===== config.mk =====
export PLATFORM = sky130hd
export DESIGN_NAME = uart_tx_buffered
export DESIGN_NICKNAME = d
export VERILOG_FILES = /design/src/rtl/uart_pkg.sv /design/src/rtl/uart_tx_fifo.sv /design/src/rtl/uart_tx_buffered.sv
export SDC_FILE = /design/constraint.sdc
export NUM_CORES = 1
export LEC_CHECK = 0
export ABC_AREA = 1
export CORE_UTILIZATION = 35
export DETAILED_ROUTE_END_ITERATION = 8
export GPL_ROUTABILITY_DRIVEN = 1
export HOLD_SLACK_MARGIN = 0.15
export PLACE_DENSITY = 0.53
export REMOVE_ABC_BUFFERS = 1
export SLEW_MARGIN = 0
export SYNTH_ARGS = -nofsm -noshare
export SYNTH_HDL_FRONTEND = slang
export SYNTH_SLANG_ARGS = --single-unit

===== constraint.sdc =====
create_clock -name clk -period 5.45 [get_ports clk]
set_input_delay 0.545 -clock clk [delete_from_list [all_inputs] [get_ports clk]]
set_output_delay 0.545 -clock clk [all_outputs]
set_load 0.01 [all_outputs]

===== src/rtl/uart_pkg.sv =====
// ----------------------------------------------------------------------------
// uart_pkg
//   Definitions shared by the UART transmitter and receiver: the FSM state
//   encoding, the frame data width, the idle line level and an even-parity
//   helper.
// ----------------------------------------------------------------------------
package uart_pkg;

   localparam int   UART_DATA_BITS  = 8;
   localparam logic UART_IDLE_LEVEL = 1'b1;

   typedef enum logic [2:0] {
      IDLE   = 3'd0,
      START  = 3'd1,
      DATA   = 3'd2,
      PARITY = 3'd3,
      STOP   = 3'd4
   } tx_state_t;

   // Even parity: the parity bit makes the total count of ones even.
   function automatic logic even_parity(input logic [UART_DATA_BITS-1:0] data);
      return ^data;
   endfunction

endpackage


===== src/rtl/uart_tx_fifo.sv =====
// ----------------------------------------------------------------------------
// uart_tx_fifo
//   Synchronous show-ahead FIFO. The head entry is always visible on rd_data.
//   Writes while full and reads while empty are ignored.
//
//   clk      in   system clock
//   rstN     in   asynchronous active-low reset (pointers and count only)
//   wr_en    in   write request
//   wr_data  in   data to write
//   rd_en    in   read request (consumes the head entry)
//   rd_data  out  head entry
//   full     out  count == DEPTH
//   empty    out  count == 0
//   count    out  entries held, 0..DEPTH
// ----------------------------------------------------------------------------
module uart_tx_fifo #(
   parameter int DEPTH  = 16,
   parameter int DATA_W = 8
) (
   input  logic                     clk,
   input  logic                     rstN,
   input  logic                     wr_en,
   input  logic [DATA_W-1:0]        wr_data,
   input  logic                     rd_en,
   output logic [DATA_W-1:0]        rd_data,
   output logic                     full,
   output logic                     empty,
   output logic [$clog2(DEPTH):0]   count
);

   localparam int PTR_W = $clog2(DEPTH);
   localparam int CNT_W = PTR_W + 1;

   logic [DATA_W-1:0] mem [DEPTH];
   logic [PTR_W-1:0]  wr_ptr;
   logic [PTR_W-1:0]  rd_ptr;
   logic              do_wr;
   logic              do_rd;

   assign full    = (count == CNT_W'(DEPTH));
   assign empty   = (count == '0);
   assign do_wr   = wr_en && !full;
   assign do_rd   = rd_en && !empty;
   assign rd_data = mem[rd_ptr];

   // DEPTH is a power of two, so the pointers wrap by natural overflow.
   always_ff @(posedge clk or negedge rstN) begin
      if (!rstN) begin
         wr_ptr <= '0;
         rd_ptr <= '0;
         count  <= '0;
      end else begin
         if (do_wr) wr_ptr <= wr_ptr + PTR_W'(1);
         if (do_rd) rd_ptr <= rd_ptr + PTR_W'(1);
         if (do_wr && !do_rd)      count <= count + CNT_W'(1);
         else if (do_rd && !do_wr) count <= count - CNT_W'(1);
      end
   end

   // Storage carries data only; it needs no reset.
   always_ff @(posedge clk) begin
      if (do_wr) mem[wr_ptr] <= wr_data;
   end

endmodule


===== src/rtl/uart_tx_buffered.sv =====
// ----------------------------------------------------------------------------
// uart_tx_buffered
//   Buffered UART transmitter. Bytes enter a FIFO through a valid/ready
//   handshake and leave as 8N1 frames, LSB first, on a registered line.
//   Define UART_TX_PARITY_EN to insert an even parity bit (8E1 frames).
//
//   clk        in   system clock
//   rstN       in   asynchronous active-low reset
//   txData     in   byte to transmit
//   txValid    in   txData valid this cycle
//   txReady    out  FIFO not full
//   uartTx     out  serial line, idle high
//   fifoCount  out  bytes waiting in the FIFO (not counting the one on the wire)
//   busy       out  frame in progress or FIFO non-empty
// ----------------------------------------------------------------------------
module uart_tx_buffered
   import uart_pkg::*;
#(
   parameter int DELAY_FRAMES = 234,
   parameter int FIFO_DEPTH   = 16
) (
   input  logic                          clk,
   input  logic                          rstN,
   input  logic [UART_DATA_BITS-1:0]     txData,
   input  logic                          txValid,
   output logic                          txReady,
   output logic                          uartTx,
   output logic [$clog2(FIFO_DEPTH):0]   fifoCount,
   output logic                          busy
);

   localparam int CYC_W = $clog2(DELAY_FRAMES);
   localparam int BIT_W = $clog2(UART_DATA_BITS);
   localparam logic [CYC_W-1:0] CYC_LAST = CYC_W'(DELAY_FRAMES - 1);
   localparam logic [BIT_W-1:0] BIT_LAST = BIT_W'(UART_DATA_BITS - 1);

   tx_state_t                 state, state_nxt;
   logic [CYC_W-1:0]          cyc_cnt, cyc_nxt;
   logic [BIT_W-1:0]          bit_idx, bit_nxt;
   logic [UART_DATA_BITS-1:0] shift_reg;
   logic                      tx_line, tx_nxt;
   logic                      bit_end;
   logic                      pop;
   logic [UART_DATA_BITS-1:0] fifo_rd_data;
   logic                      fifo_full;
   logic                      fifo_empty;

   uart_tx_fifo #(
      .DEPTH  (FIFO_DEPTH),
      .DATA_W (UART_DATA_BITS)
   ) u_fifo (
      .clk     (clk),
      .rstN    (rstN),
      .wr_en   (txValid),
      .wr_data (txData),
      .rd_en   (pop),
      .rd_data (fifo_rd_data),
      .full    (fifo_full),
      .empty   (fifo_empty),
      .count   (fifoCount)
   );

   assign txReady = !fifo_full;
   assign busy    = (state != IDLE) || (fifoCount != '0);
   assign uartTx  = tx_line;
   assign bit_end = (cyc_cnt == CYC_LAST);

   // tx_nxt is the level for the current state; registering it delays the
   // line by one clock, which is why the start bit appears two clocks after
   // the push edge (one for the pop, one for the line register).
   always_comb begin
      state_nxt = state;
      cyc_nxt   = bit_end ? '0 : cyc_cnt + CYC_W'(1);
      bit_nxt   = bit_idx;
      tx_nxt    = UART_IDLE_LEVEL;
      pop       = 1'b0;
      case (state)
         IDLE: begin
            cyc_nxt = '0;
            bit_nxt = '0;
            if (!fifo_empty) begin
               pop       = 1'b1;
               state_nxt = START;
            end
         end
         START: begin
            tx_nxt = 1'b0;
            if (bit_end) state_nxt = DATA;
         end
         DATA: begin
            tx_nxt = shift_reg[bit_idx];
            if (bit_end) begin
               bit_nxt = bit_idx + BIT_W'(1);
               if (bit_idx == BIT_LAST) begin
`ifdef UART_TX_PARITY_EN
                  state_nxt = PARITY;
`else
                  state_nxt = STOP;
`endif
               end
            end
         end
         PARITY: begin
            tx_nxt = even_parity(shift_reg);
            if (bit_end) state_nxt = STOP;
         end
         STOP: begin
            if (bit_end) state_nxt = IDLE;
         end
         default: begin
            state_nxt = IDLE;
            cyc_nxt   = '0;
            bit_nxt   = '0;
         end
      endcase
   end

   always_ff @(posedge clk or negedge rstN) begin
      if (!rstN) begin
         state   <= IDLE;
         cyc_cnt <= '0;
         bit_idx <= '0;
         tx_line <= UART_IDLE_LEVEL;
      end else begin
         state   <= state_nxt;
         cyc_cnt <= cyc_nxt;
         bit_idx <= bit_nxt;
         tx_line <= tx_nxt;
      end
   end

   // Frame byte, captured when it leaves the FIFO; held for the whole frame.
   always_ff @(posedge clk) begin
      if (pop) shift_reg <= fifo_rd_data;
   end

endmodule

; Word level (Yosys, flattened, before mapping)
; Memory sizes are Yosys's and may differ from the RTL's. A register that Yosys moved wholly into a read port is not among the register bits.
; Cells that the tools add are included.
[op_classes]
addsub = 6
n_mux = 20
n_eq_ne = 13
reduce_logical = 19
magnitude_cmp = 1
bitwise_logic = 1
[ops]
columns = op, n
row1 = 3-bit two-way mux, 7
row2 = 8-bit two-way mux, 2
row3 = 3-bit case mux with 5 select lines, 1
row4 = "2-bit != test, second input constant", 6
row5 = 5-bit two-way mux, 2
row6 = "4-bit by 1-bit adder with 4-bit output, second input constant", 2
row7 = "8-bit by 1-bit adder with 8-bit output, second input constant", 1
row8 = "8-bit == test, second input constant", 1
row9 = 8-bit XOR reduction, 1
row10 = "3-bit by 2-bit == test with 1-bit output, second input constant", 2
row11 = "3-bit == test, second input constant", 2
row12 = 3-bit case mux with 2 select lines, 1
row13 = 6-bit AND reduction, 1
row14 = "5-bit by 1-bit adder with 5-bit output, second input constant", 1
row15 = "5-bit == test, second input constant", 1
row16 = 5-bit logical NOT, 1
row17 = 1-bit two-way mux, 5
row18 = 5-bit nonzero test, 1
row19 = "5-bit by 1-bit subtractor with 5-bit output, second input constant", 1
row20 = 1-bit logical AND, 4
row21 = 1-bit logical NOT, 4
row22 = "3-bit by 4-bit less-than comparator with 1-bit output, second input constant", 1
row23 = 4-bit OR reduction, 1
row24 = "3-bit by 1-bit adder with 3-bit output, second input constant", 1
row25 = 10 further kinds, 10
[word_totals]
regBits = 28
output_inout_bits = 8
memories = 1
ram_bits = 128
elab_cells = 68
[memory_table]
columns = name, depth, word_bits, read_ports, rd_clocked_by_memory_dff, write_ports, line_no
row1 = u_fifo.mem, 16, 8, 1, 1, 1, uart_tx_fifo.sv:34  ; logic [DATA_W-1:0] mem [DEPTH];

; Longest topological paths before layout
; Gate-level depths: netlist of run 1.
[logic_depth]
ltp_word = 7
ltp_mapped = 13
depth_no_buf = 13

; Hierarchy
; Synthesis of run 1 repeated with hierarchy kept, for this count alone.
[unflattened]
cells_unflattened = 782
area_unflattened_um2 = 7521.0
[by_module_without_submodules]
columns = module, instances, area_per_inst_um2, cells_per_inst
row1 = uart_tx_fifo, 1, 6223.5, 620
row2 = uart_tx_buffered, 1, 1297.5, 162

; Worst setup path before layout of run 1
; No wires, ideal clock.
[synth_timing]
path_type = flip-flop to flip-flop
startpoint = register u_fifo.count[0]
endpoint = register u_fifo.count[4]
period_less_slack_ns = 2.175
path_stages_with_launch = 14
arrival_time_ns = 2.110
setup_slack_ns = 3.275
path_buffers = 0
setup_ns = 0.065
cell_sequence = dfrtp_1 > nor2_1 > nand3_1 > nand2_1 > inv_2 > ha_1 > inv_1 > ha_1 > nand2_1 > nand2_1 > a21oi_1 > xor2_1 > nand2_1 > nand2_1
[synth_between]
word_cells_on_any_way = 17
[synth_lines]
columns = item, line_no
row1 = start: declaration, uart_tx_fifo.sv:28  ; output logic [$clog2(DEPTH):0] count
row2 = start signal: assignment, uart_tx_fifo.sv:55  ; if (do_wr && !do_rd) count <= count + CNT_W'(1);
row3 = start signal: assignment, uart_tx_fifo.sv:56  ; else if (do_rd && !do_wr) count <= count - CNT_W'(1);
row4 = 5-bit == test (*), uart_tx_fifo.sv:40  ; assign full = (count == CNT_W'(DEPTH));
row5 = 1-bit logical NOT (*), -
row6 = via txReady, uart_tx_buffered.sv:26  ; output logic txReady,
row7 = 1-bit logical AND (*), uart_tx_fifo.sv:42  ; assign do_wr = wr_en && !full;
row8 = via u_fifo.do_wr, uart_tx_fifo.sv:37  ; logic do_wr;
row9 = 1-bit logical NOT, uart_tx_fifo.sv:56
row10 = 1-bit logical AND, uart_tx_fifo.sv:56
row11 = 2-bit nonzero test (no source line), -
; Mark *: on every way through the listed nets, which the timed path passes. The rest lies on a longest branch. The select of a mux whose other input is x is not followed.
; A chain may end at the register's enable or synchronous reset.

==> run_results.csv, run 1 <==
group,metric,value,unit
outcome,status,"complete, no violations",
yosys,synth_flop_cell,"edfxtp_1",
yosys,synthXorXnorAreaFrac,1.10,%
worst_setup_path,required,5.62,ns
routing,ant_nets,0,
yosys,synth.yosys.warnings,0,
clock_network,cts-root-to-sink-buffers,2,
global_route,track_usage,16.3,%
final_layout,drive_above_1_share,6.46,%
floorplanning,dieArea,21100,µm²
worst_setup_path,worstPathArrival,2.71,ns
yosys,synthesis.area,7180,µm²
worst_hold_path,hp-class,"reg -> reg",
yosys,yosys.area_share.adder,2.54,%
routing,finalWirelength,16300,µm
yosys,yosysTopAreaCell,"edfxtp_1",
placed_design,dp_cells,935,
yosys,synth_seq_cells,164,
timing,hold_viol_final,0,
worst_hold_path,min_from,"cyc_cnt[0]",
clock_network,cts_made_buffers,17,
timing,finClkSkew,0.0104,ns
yosys,yosys.area_share.simple,18.5,%
timing,worst_slew_pin_slew,1.07,ns
clock_network,clk_pin_slew_worst_paths,0.07,ns
flow_run,maxCapViolCount,0,
final_layout,nets,709,
timing,fin_ws,2.91,ns
floorplanning,rows,52,
placed_design,hpwl,9990,µm
routing,drt_iter0_markers,369,
timing,fin_crit,2.54,ns
worst_setup_path,cp-end-kind,"flop",
power,powerDensity,388,nW/µm²
worst_setup_path,start_kind,"flop",
yosys,synth.most_common_cell,"nor2_1",
final_layout,largest_reg_flops,128,
floorplanning,core-area,20200,µm²
global_route,grt_overflow,0,
yosys,synth.area.mux_share,0,%
floorplanning,fp.dieW,145,µm
routing,route.detailed.drc,0,
clock_network,insertion_delay,0.43,ns
final_layout,diodes,0,
floorplanning,ioPinCount,19,
placed_design,io_buffers,18,
worst_setup_path,crit_type,"reg -> reg",
clock_network,cts_root_buf,"clkbuf_16",
placed_design,placed_area,7540,µm²
floorplanning,start_util,35.6,%
yosys,syn_avg_cell_area,10.7,µm²
clock_network,h-tree-depth,4,
global_route,grt_pass1_wl,25800,µm
clock_network,cts_hold_buf,0,
yosys,synth-async-reset-ratio,17.1,%
yosys,synth_compound_gate_area_share,6.58,%
worst_setup_path,rrSetupSlack,2.91,ns
placed_design,gp_congestion,0.780,
worst_hold_path,worstHoldEndpoint,"cyc_cnt[0]",
final_layout,layoutNonFillerInstCount,967,
final_layout,fill_cells,1992,
global_route,grt_antenna_before_repair,0,
routing,via_count,4731,
final_layout,fin_area,8170,µm²
clock_network,cts_setup_buffers,0,
timing,setup_viol,0,
worst_setup_path,r2r-end,"shift_reg[4]",
worst_hold_path,hold_path_depth,1,
timing,rsz0062_at_grt,"false",
final_layout,fin_util,40.5,%
yosys,synth_top_cell_area_share,56.8,%
global_route,grt_pass1_vias,4590,
yosys,synthDistinctLibCells,29,
timing,fin_crit_sh,46.7,%
power,p_leak,0.00304,µW
worst_setup_path,reg2reg_from,"u_fifo.rd_ptr[0]",
routing,wire_per_inst,16.8,µm
timing,maxSlewHeadroom,28.5,%
yosys,synth-edff-count,136,
worst_setup_path,r2r_cells,6,
timing,fmax,393,MHz
yosys,synth_top_family_by_area,"simple AND/OR/NAND/NOR gates",
global_route,grt_start_max_net_pins,68,
placed_design,dp_slack,2.87,ns
yosys,seq_area_frac_synth,66.6,%
floorplanning,die_height,145,µm
yosys,synth_common_cells,"nor2_1, edfxtp_1, nand2_1",
timing,tns,0,ns
yosys,synth_cells,669,
timing,drv_slew,0,
routing,vias_per_cell,4.89,
clock_network,tritoncts,"yes",
clock_network,cts_resized,0,
yosys,synth_area_leaders,"edfxtp_1, dfrtp_1, nor2_1, nand2_1, o21ai_0",
clock_network,cts.sink_count,164,
worst_setup_path,critPathMaxFanout,67,
power,ir_worst_vdd,0.000217,V
final_layout,synthToLayoutAreaGrowth,13.7,%
routing,drt-pass1-iter-count,5,
-- cell families (layout without fill, tap and decap cells) --
family	after synthesis	count (layout)
buf+inv	66	94
simple gates	326	326
flops	164	164
xor+xnor	9	9
compound gates	90	90
fa+ha+maj	14	14
-- final cells by class --
type / count / area [µm²] / share of cell area [%]
Timing Repair Buffer: 21 / 203 / 2.48
Tap cell: 270 / 338 / 4.14
Inverter: 41 / 154 / 1.88
Clock inverter: 15 / 196 / 2.41
Sequential cell: 164 / 4790 / 58.6
Clock buffer: 17 / 425 / 5.21
Multi-Input combinational cell: 439 / 2060 / 25.3
-- layout by cell type (no fill, tap or decap), drive strengths merged --
cell           instances
ha                    13
edfxtp               136
o21ai                 77
clkinv                 6
fa                     1
inv                   44
nor2                 159
dfstp                  1
o21bai                 1
o211ai                 8
xor2                   8
nand4                  4
dfrtp                 27
clkdlybuf4s50         18
nand3b                 1
bufinv                 3
a21oi                  4
buf                    3
clkbuf                17
clkinvlp               3
nand3                 59
nor3                   3
xnor2                  1
nand2                100
-- metal layers --
metal  vias to the layer above  GRT usage [%]  part of all wire [%]
li1                       2314              -                     -
met1                      2281           21.8                    45
met2                       114           26.2                    49
met3                        22           3.68                   4.2
met4                         0           5.47                   2.1
met5                         -              0                     0
-- how the worst max path moves through the flow --
stage,from,to,slack (ns)
after detailed placement,txValid,u_fifo.count[4],2.87
after floorplan,u_fifo.rd_ptr[0],shift_reg[6],2.82
after global placement,txValid,u_fifo.count[4],2.91
final,u_fifo.rd_ptr[0],shift_reg[4],2.91
after CTS,u_fifo.rd_ptr[0],shift_reg[4],2.89
after global routing,u_fifo.rd_ptr[0],shift_reg[7],2.57
-- metrics by stage --
| step | hold WS [ns] | total power (µW) |
|---|---|---|
| final | 0.502 | 3170 |
| after global routing | 0.548 | 3300 |
| after CTS | 0.500 | 3200 |
| after detailed placement | 0.491 | 1940 |
| after global placement | 0.479 | 1920 |
| after floorplan | 0.249 | 1780 |
-- report_power, final --
part	internal, µW	total (µW)	switching (µW)
logic	125	362	238
registers	1490	1550	64.0
clock network	733	1250	521
total	2340	3170	823
-- worst max-delay path, cell delays in order, from the launching register on --
cell,delay [ns]
dfrtp_2,0.34
buf_4,0.54
inv_2,0.62
o21ai_0,0.34
o211ai_1,0.17
nand3_1,0.15
nand2_1,0.07
No activity file was read; power rests on OpenSTA's default activity.
==> inputs of run 2 (changes only) <==
==> constraint.sdc (replaced) <==
create_clock -name clk -period 2.4 [get_ports clk]
set_input_delay 0.24 -clock clk [delete_from_list [all_inputs] [get_ports clk]]
set_output_delay 0.24 -clock clk [all_outputs]
set_load 0.01 [all_outputs]
==> run 2 against run 1 <==
Net effect:
- wire length shrank 0.85%
- final cell count grew 2.4%
- critical path depth shrank 3
- global-route usage is essentially flat
- sequential share of layout area shrank 1.4 points
- critical path type is now reg -> out
- critical endpoint is now busy
==> run_results.csv, run 2 (synthesis results as in run 1) <==
group,metric,value,unit
final_layout,register_area,4790,µm²
routing,finalWirelength,16100,µm
worst_setup_path,reg2reg_from,"u_fifo.count[1]",
final_layout,drive_above_1_share,9.86,%
final_layout,mostFrequentLayoutCell,"nor2_1",
floorplanning,die_height,145,µm
timing,setup_viol,0,
worst_setup_path,rrSetupSlack,0.23,ns
worst_setup_path,r2r-end,"u_fifo.count[4]",
timing,worst_slew_pin_slew,0.777,ns
final_layout,diodes,0,
power,p_switching,1790,µW
final_layout,layoutNonFillerInstCount,990,
timing,drv_slew,0,
final_layout,fill_cells,1931,
global_route,grt_pass1_wl,25700,µm
clock_network,clk_pin_slew_worst_paths,0.07,ns
timing,fin_crit,2.23,ns
timing,fmax,448,MHz
timing,fin_crit_sh,93.0,%
placed_design,gp_congestion,0.815,
floorplanning,dieArea,21100,µm²
timing,finClkSkew,0.0190,ns
final_layout,final_cell_mix,"nor2_1, edfxtp_1, nand2_1",
power,ir_worst_vdd,0.000582,V
final_layout,nets,732,
power,p_int,5560,µW
timing,hold_viol_final,0,
global_route,grt_pass1_vias,4853,
clock_network,h-tree-depth,4,
floorplanning,fp.dieW,145,µm
routing,ant_nets,0,
power,comb_power_share,12.1,%
global_route,use_met1,19.4,%
routing,via_count,4800,
floorplanning,rows,52,
worst_hold_path,hp-class,"in -> async",
worst_setup_path,r2r_cells,13,
global_route,track_usage,16.3,%
worst_setup_path,worstPathArrival,1.99,ns
final_layout,largest_reg_flops,128,
clock_network,cts-root-to-sink-buffers,2,
placed_design,hpwl,10300,µm
clock_network,cts_made_buffers,17,
global_route,use_met2,29.1,%
global_route,met3_usage,3.08,%
routing,wire_per_inst,16.3,µm
power,powerDensity,879,nW/µm²
timing,tns,0,ns
timing,maxSlewHeadroom,48.0,%
timing,rsz0062_at_grt,"false",
clock_network,insertion_delay,0.44,ns
global_route,top_usage_layer,"met2",
global_route,grt_overflow,0,
clock_network,cts_setup_buffers,0,
worst_setup_path,critPathMaxFanout,6,
floorplanning,ioPinCount,19,
placed_design,io_buffers,18,
worst_setup_path,required,2.16,ns
clock_network,cts.sink_count,164,
outcome,status,"complete, no violations",
floorplanning,start_util,35.6,%
final_layout,multi_input_area,2070,µm²
clock_network,cts_root_buf,"clkbuf_16",
power,p_seq_share,47.6,%
routing,drt-pass1-iter-count,5,
clock_network,tritoncts,"yes",
routing,drt_iter0_markers,365,
worst_setup_path,cp-end-kind,"primary output",
floorplanning,core-area,20200,µm²
global_route,grt_antenna_before_repair,0,
routing,route.detailed.drc,0,
worst_setup_path,start_kind,"flop",
worst_setup_path,crit_type,"reg -> out",
final_layout,synthToLayoutAreaGrowth,16.5,%
power,clock_power_share,40.3,%
global_route,grt_start_max_net_pins,67,
flow_run,maxCapViolCount,0,
power,swShare,24.4,%
routing,vias_per_cell,4.85,
placed_design,dp_cells,958,
power,p_leak,0.00317,µW
[run 2: power groups by stage]
stage / combinational (µW) / sequential [µW] / clock, µW
6_report: 890 / 3500 / 2960
3_5_place_dp: 891 / 3550 / 0
4_1_cts: 897 / 3500 / 3000
2_1_floorplan: 476 / 3560 / 0
3_3_place_gp: 858 / 3540 / 0
5_1_grt: 1010 / 3530 / 3110
[run 2: routing by layer]
layer	vias to the layer above	routed length [µm]	share of wire, %
met3	19	649	4.0
met2	100	8360	52
met1	2323	6870	43
met4	0	237	1.5
met5	-	0	0
li1	2358	-	-
[run 2: layout make-up]
type,instances,share of cell area [%]
Multi-Input combinational cell,439,24.7
Tap cell,270,4.03
Timing Repair Buffer,44,4.63
Sequential cell,164,57.2
Inverter,41,1.84
Clock buffer,19,5.17
Clock inverter,13,2.42
[run 2: per-stage QoR]
stage                     utilization, %  cell area, µm²  total power [µW]  worst slack [ns]  hold slack (ns)
after floorplan                        -            7000              4030            -0.229          -0.0556
after global placement              38.3            7730              4400             0.231            0.485
after detailed placement            38.3            7730              4440             0.149            0.492
after CTS                           41.5            8360              7390             0.109            0.213
after global routing                41.5            8370              7650            0.0275            0.227
final                               41.5            8370              7360             0.169            0.207
[run 2: critical path: stages (launching register included)]
cell             delay [ns]
dfrtp_1                0.45
nor3_2                 0.26
nand4_1                0.28
clkdlybuf4s50_1        0.57
[run 2: worst max path at each step]
stage | start | to | slack (ns) | cells after the start
2_1_floorplan | u_fifo.rd_ptr[0] | shift_reg[6] | -0.23 | 7
3_3_place_gp | u_fifo.count[1] | u_fifo.count[4] | 0.23 | 13
3_5_place_dp | u_fifo.count[1] | u_fifo.count[4] | 0.15 | 13
4_1_cts | u_fifo.count[1] | u_fifo.count[4] | 0.11 | 13
5_1_grt | u_fifo.count[1] | u_fifo.count[4] | 0.03 | 13
6_report | state[1] | busy | 0.17 | 3
[run 2: what timing repair did]
item / in CTS / in global routing
hold buffers: 0 / 0
endpoints found under the setup margin: 0 / 1
resized for setup: 0 / 5
==> inputs of run 3 (changes only) <==
--- a/config.mk
+++ b/config.mk
@@ -12,6 +12,7 @@
 export HOLD_SLACK_MARGIN = 0.15
 export PLACE_DENSITY = 0.53
 export REMOVE_ABC_BUFFERS = 1
+export SETUP_SLACK_MARGIN = 0.15
 export SLEW_MARGIN = 0
 export SYNTH_ARGS = -nofsm -noshare
 export SYNTH_HDL_FRONTEND = slang
==> run 3 against run 2 <==
Net effect:
- power grew 0.73%
- largest cell class unchanged
- worst hold slack gained 0.0018 ns
- critical path depth is the same
==> run_results.csv, run 3 (synthesis results as in run 1) <==
group,metric,value,unit
worst_setup_path,r2r_cells,12,
placed_design,gp_congestion,0.815,
worst_setup_path,r2r-end,"u_fifo.count[4]",
clock_network,cts-root-to-sink-buffers,2,
placed_design,hpwl,10300,µm
power,ir_worst_vdd,0.000576,V
floorplanning,fp.dieW,145,µm
worst_setup_path,critPathMaxStageDelay,0.54,ns
clock_network,cts_root_buf,"clkbuf_16",
timing,worst_slew_pin_slew,0.792,ns
worst_setup_path,cpLargestDelayFamily,"buffers and inverters",
global_route,grt_overflow,0,
final_layout,diodes,0,
routing,ant_nets,0,
floorplanning,start_util,35.6,%
timing,drv_slew,0,
power,total_power,7410,µW
timing,fin_hold_ws,0.209,ns
worst_setup_path,required,2.16,ns
worst_setup_path,worstPathArrival,1.89,ns
routing,drt-pass1-iter-count,5,
power,p_int,5600,µW
timing,fmax,469,MHz
routing,route.detailed.drc,0,
power,p_seq_share,47.4,%
global_route,grt_antenna_before_repair,0,
floorplanning,ioPinCount,19,
global_route,grt_start_max_net_pins,67,
worst_setup_path,cp-end-kind,"primary output",
routing,finalWirelength,16200,µm
clock_network,tritoncts,"yes",
floorplanning,die_height,145,µm
routing,wire_per_inst,16.3,µm
timing,hold_viol_final,0,
worst_setup_path,reg2reg_from,"u_fifo.count[1]",
power,powerDensity,878,nW/µm²
routing,vias_per_cell,4.83,
timing,fin_crit_sh,88.8,%
power,clock_power_share,39.8,%
worst_setup_path,crit_type,"reg -> out",
final_layout,nets,737,
clock_network,cts.sink_count,164,
floorplanning,dieArea,21100,µm²
timing,setup_viol,0,
routing,via_count,4803,
flow_run,maxCapViolCount,0,
worst_hold_path,hp-class,"in -> async",
placed_design,io_buffers,18,
final_layout,largest_reg_flops,128,
final_layout,drive_above_1_share,10.8,%
power,p_leak,0.00320,µW
power,p_switching,1810,µW
clock_network,h-tree-depth,4,
clock_network,cts_made_buffers,17,
worst_setup_path,rrSetupSlack,0.31,ns
outcome,status,"complete, no violations",
timing,rsz0062_at_grt,"false",
timing,finClkSkew,0.0188,ns
worst_setup_path,critPathMaxFanout,6,
placed_design,dp_cells,958,
final_layout,fin_area,8440,µm²
floorplanning,rows,52,
final_layout,final_cell_mix,"nor2_1, edfxtp_1, nand2_1",
final_layout,fin_util,41.8,%
final_layout,mostFrequentLayoutCell,"nor2_1",
floorplanning,core-area,20200,µm²
clock_network,insertion_delay,0.44,ns
power,swShare,24.4,%
worst_setup_path,start_kind,"flop",
global_route,grt_pass1_vias,4853,
global_route,track_usage,16.3,%
worst_setup_path,critPathBufInv,1,
final_layout,layoutNonFillerInstCount,995,
global_route,grt_pass1_wl,25700,µm
timing,maxSlewHeadroom,47.1,%
worst_setup_path,cp_cell_sequence,"nor3_4 -> nand4_1 -> clkdlybuf4s50_1",
worst_setup_path,crit_slowest_cell,"clkdlybuf4s50_1",
final_layout,synthToLayoutAreaGrowth,17.4,%
placed_design,placed_area,7730,µm²
routing,drt_iter0_markers,399,
timing,fin_crit,2.13,ns
clock_network,clk_pin_slew_worst_paths,0.06,ns
final_layout,fill_cells,1926,
power,comb_power_share,12.8,%
-- run 3: power by group through the flow --
stage | Combinational [µW] | Sequential, µW | Clock (µW)
2_1_floorplan | 476 | 3560 | 0
3_3_place_gp | 858 | 3540 | 0
3_5_place_dp | 891 | 3550 | 0
4_1_cts | 901 | 3500 | 3000
5_1_grt | 1070 | 3540 | 3110
6_report | 948 | 3510 | 2950
-- run 3: how the worst max path moves through the flow --
stage | end | slack [ns] | depth (start not counted) | startpoint
3_3_place_gp | u_fifo.count[4] | 0.23 | 13 | u_fifo.count[1]
3_5_place_dp | u_fifo.count[4] | 0.15 | 13 | u_fifo.count[1]
4_1_cts | u_fifo.count[4] | 0.16 | 13 | u_fifo.count[1]
5_1_grt | u_fifo.count[4] | 0.16 | 11 | state[0]
2_1_floorplan | shift_reg[6] | -0.23 | 7 | u_fifo.rd_ptr[0]
6_report | busy | 0.27 | 3 | state[1]
-- run 3: per-stage QoR --
| stage | TNS, ns | setup WS (ns) |
|---|---|---|
| after global routing | 0 | 0.157 |
| after floorplan | -1.82 | -0.229 |
| after CTS | 0 | 0.162 |
| final | 0 | 0.268 |
| after global placement | 0 | 0.231 |
| after detailed placement | 0 | 0.149 |
-- run 3: worst reg2reg max path, cell delays in order (launching register included) --
cell and delay, ns:
dfrtp_2 0.44, nor2_4 0.14, nand3_1 0.08, nand2_1 0.10
ha_1 0.20, inv_2 0.08, fa_1 0.39, nand2_1 0.10
nand2_1 0.07, a21oi_2 0.14, xor2_1 0.16, nand2_1 0.06
nand2_1 0.07
-- run 3: routing by layer --
layer	part of all wire [%]	track usage [%]	vias up
met5	0	0	-
met4	1.3	5.84	0
met3	4.7	3.08	15
met2	52	29.1	97
met1	42	19.4	2319
li1	-	-	2372
-- run 3: layout make-up --
type / count / area, µm² / area share [%]
Timing Repair Buffer: 49 / 425 / 5.04
Sequential cell: 164 / 4790 / 56.8
Inverter: 41 / 154 / 1.82
Tap cell: 270 / 338 / 4.00
Clock buffer: 19 / 433 / 5.13
Clock inverter: 13 / 203 / 2.40
Multi-Input combinational cell: 439 / 2090 / 24.8
-- run 3: what timing repair did --
action / CTS / global route
endpoints found under the setup margin: 1 / 3
hold buffers: 0 / 0
gates resized for setup: 2 / 8
pin swaps: 0 / 4
buffers inserted: 0 / 5
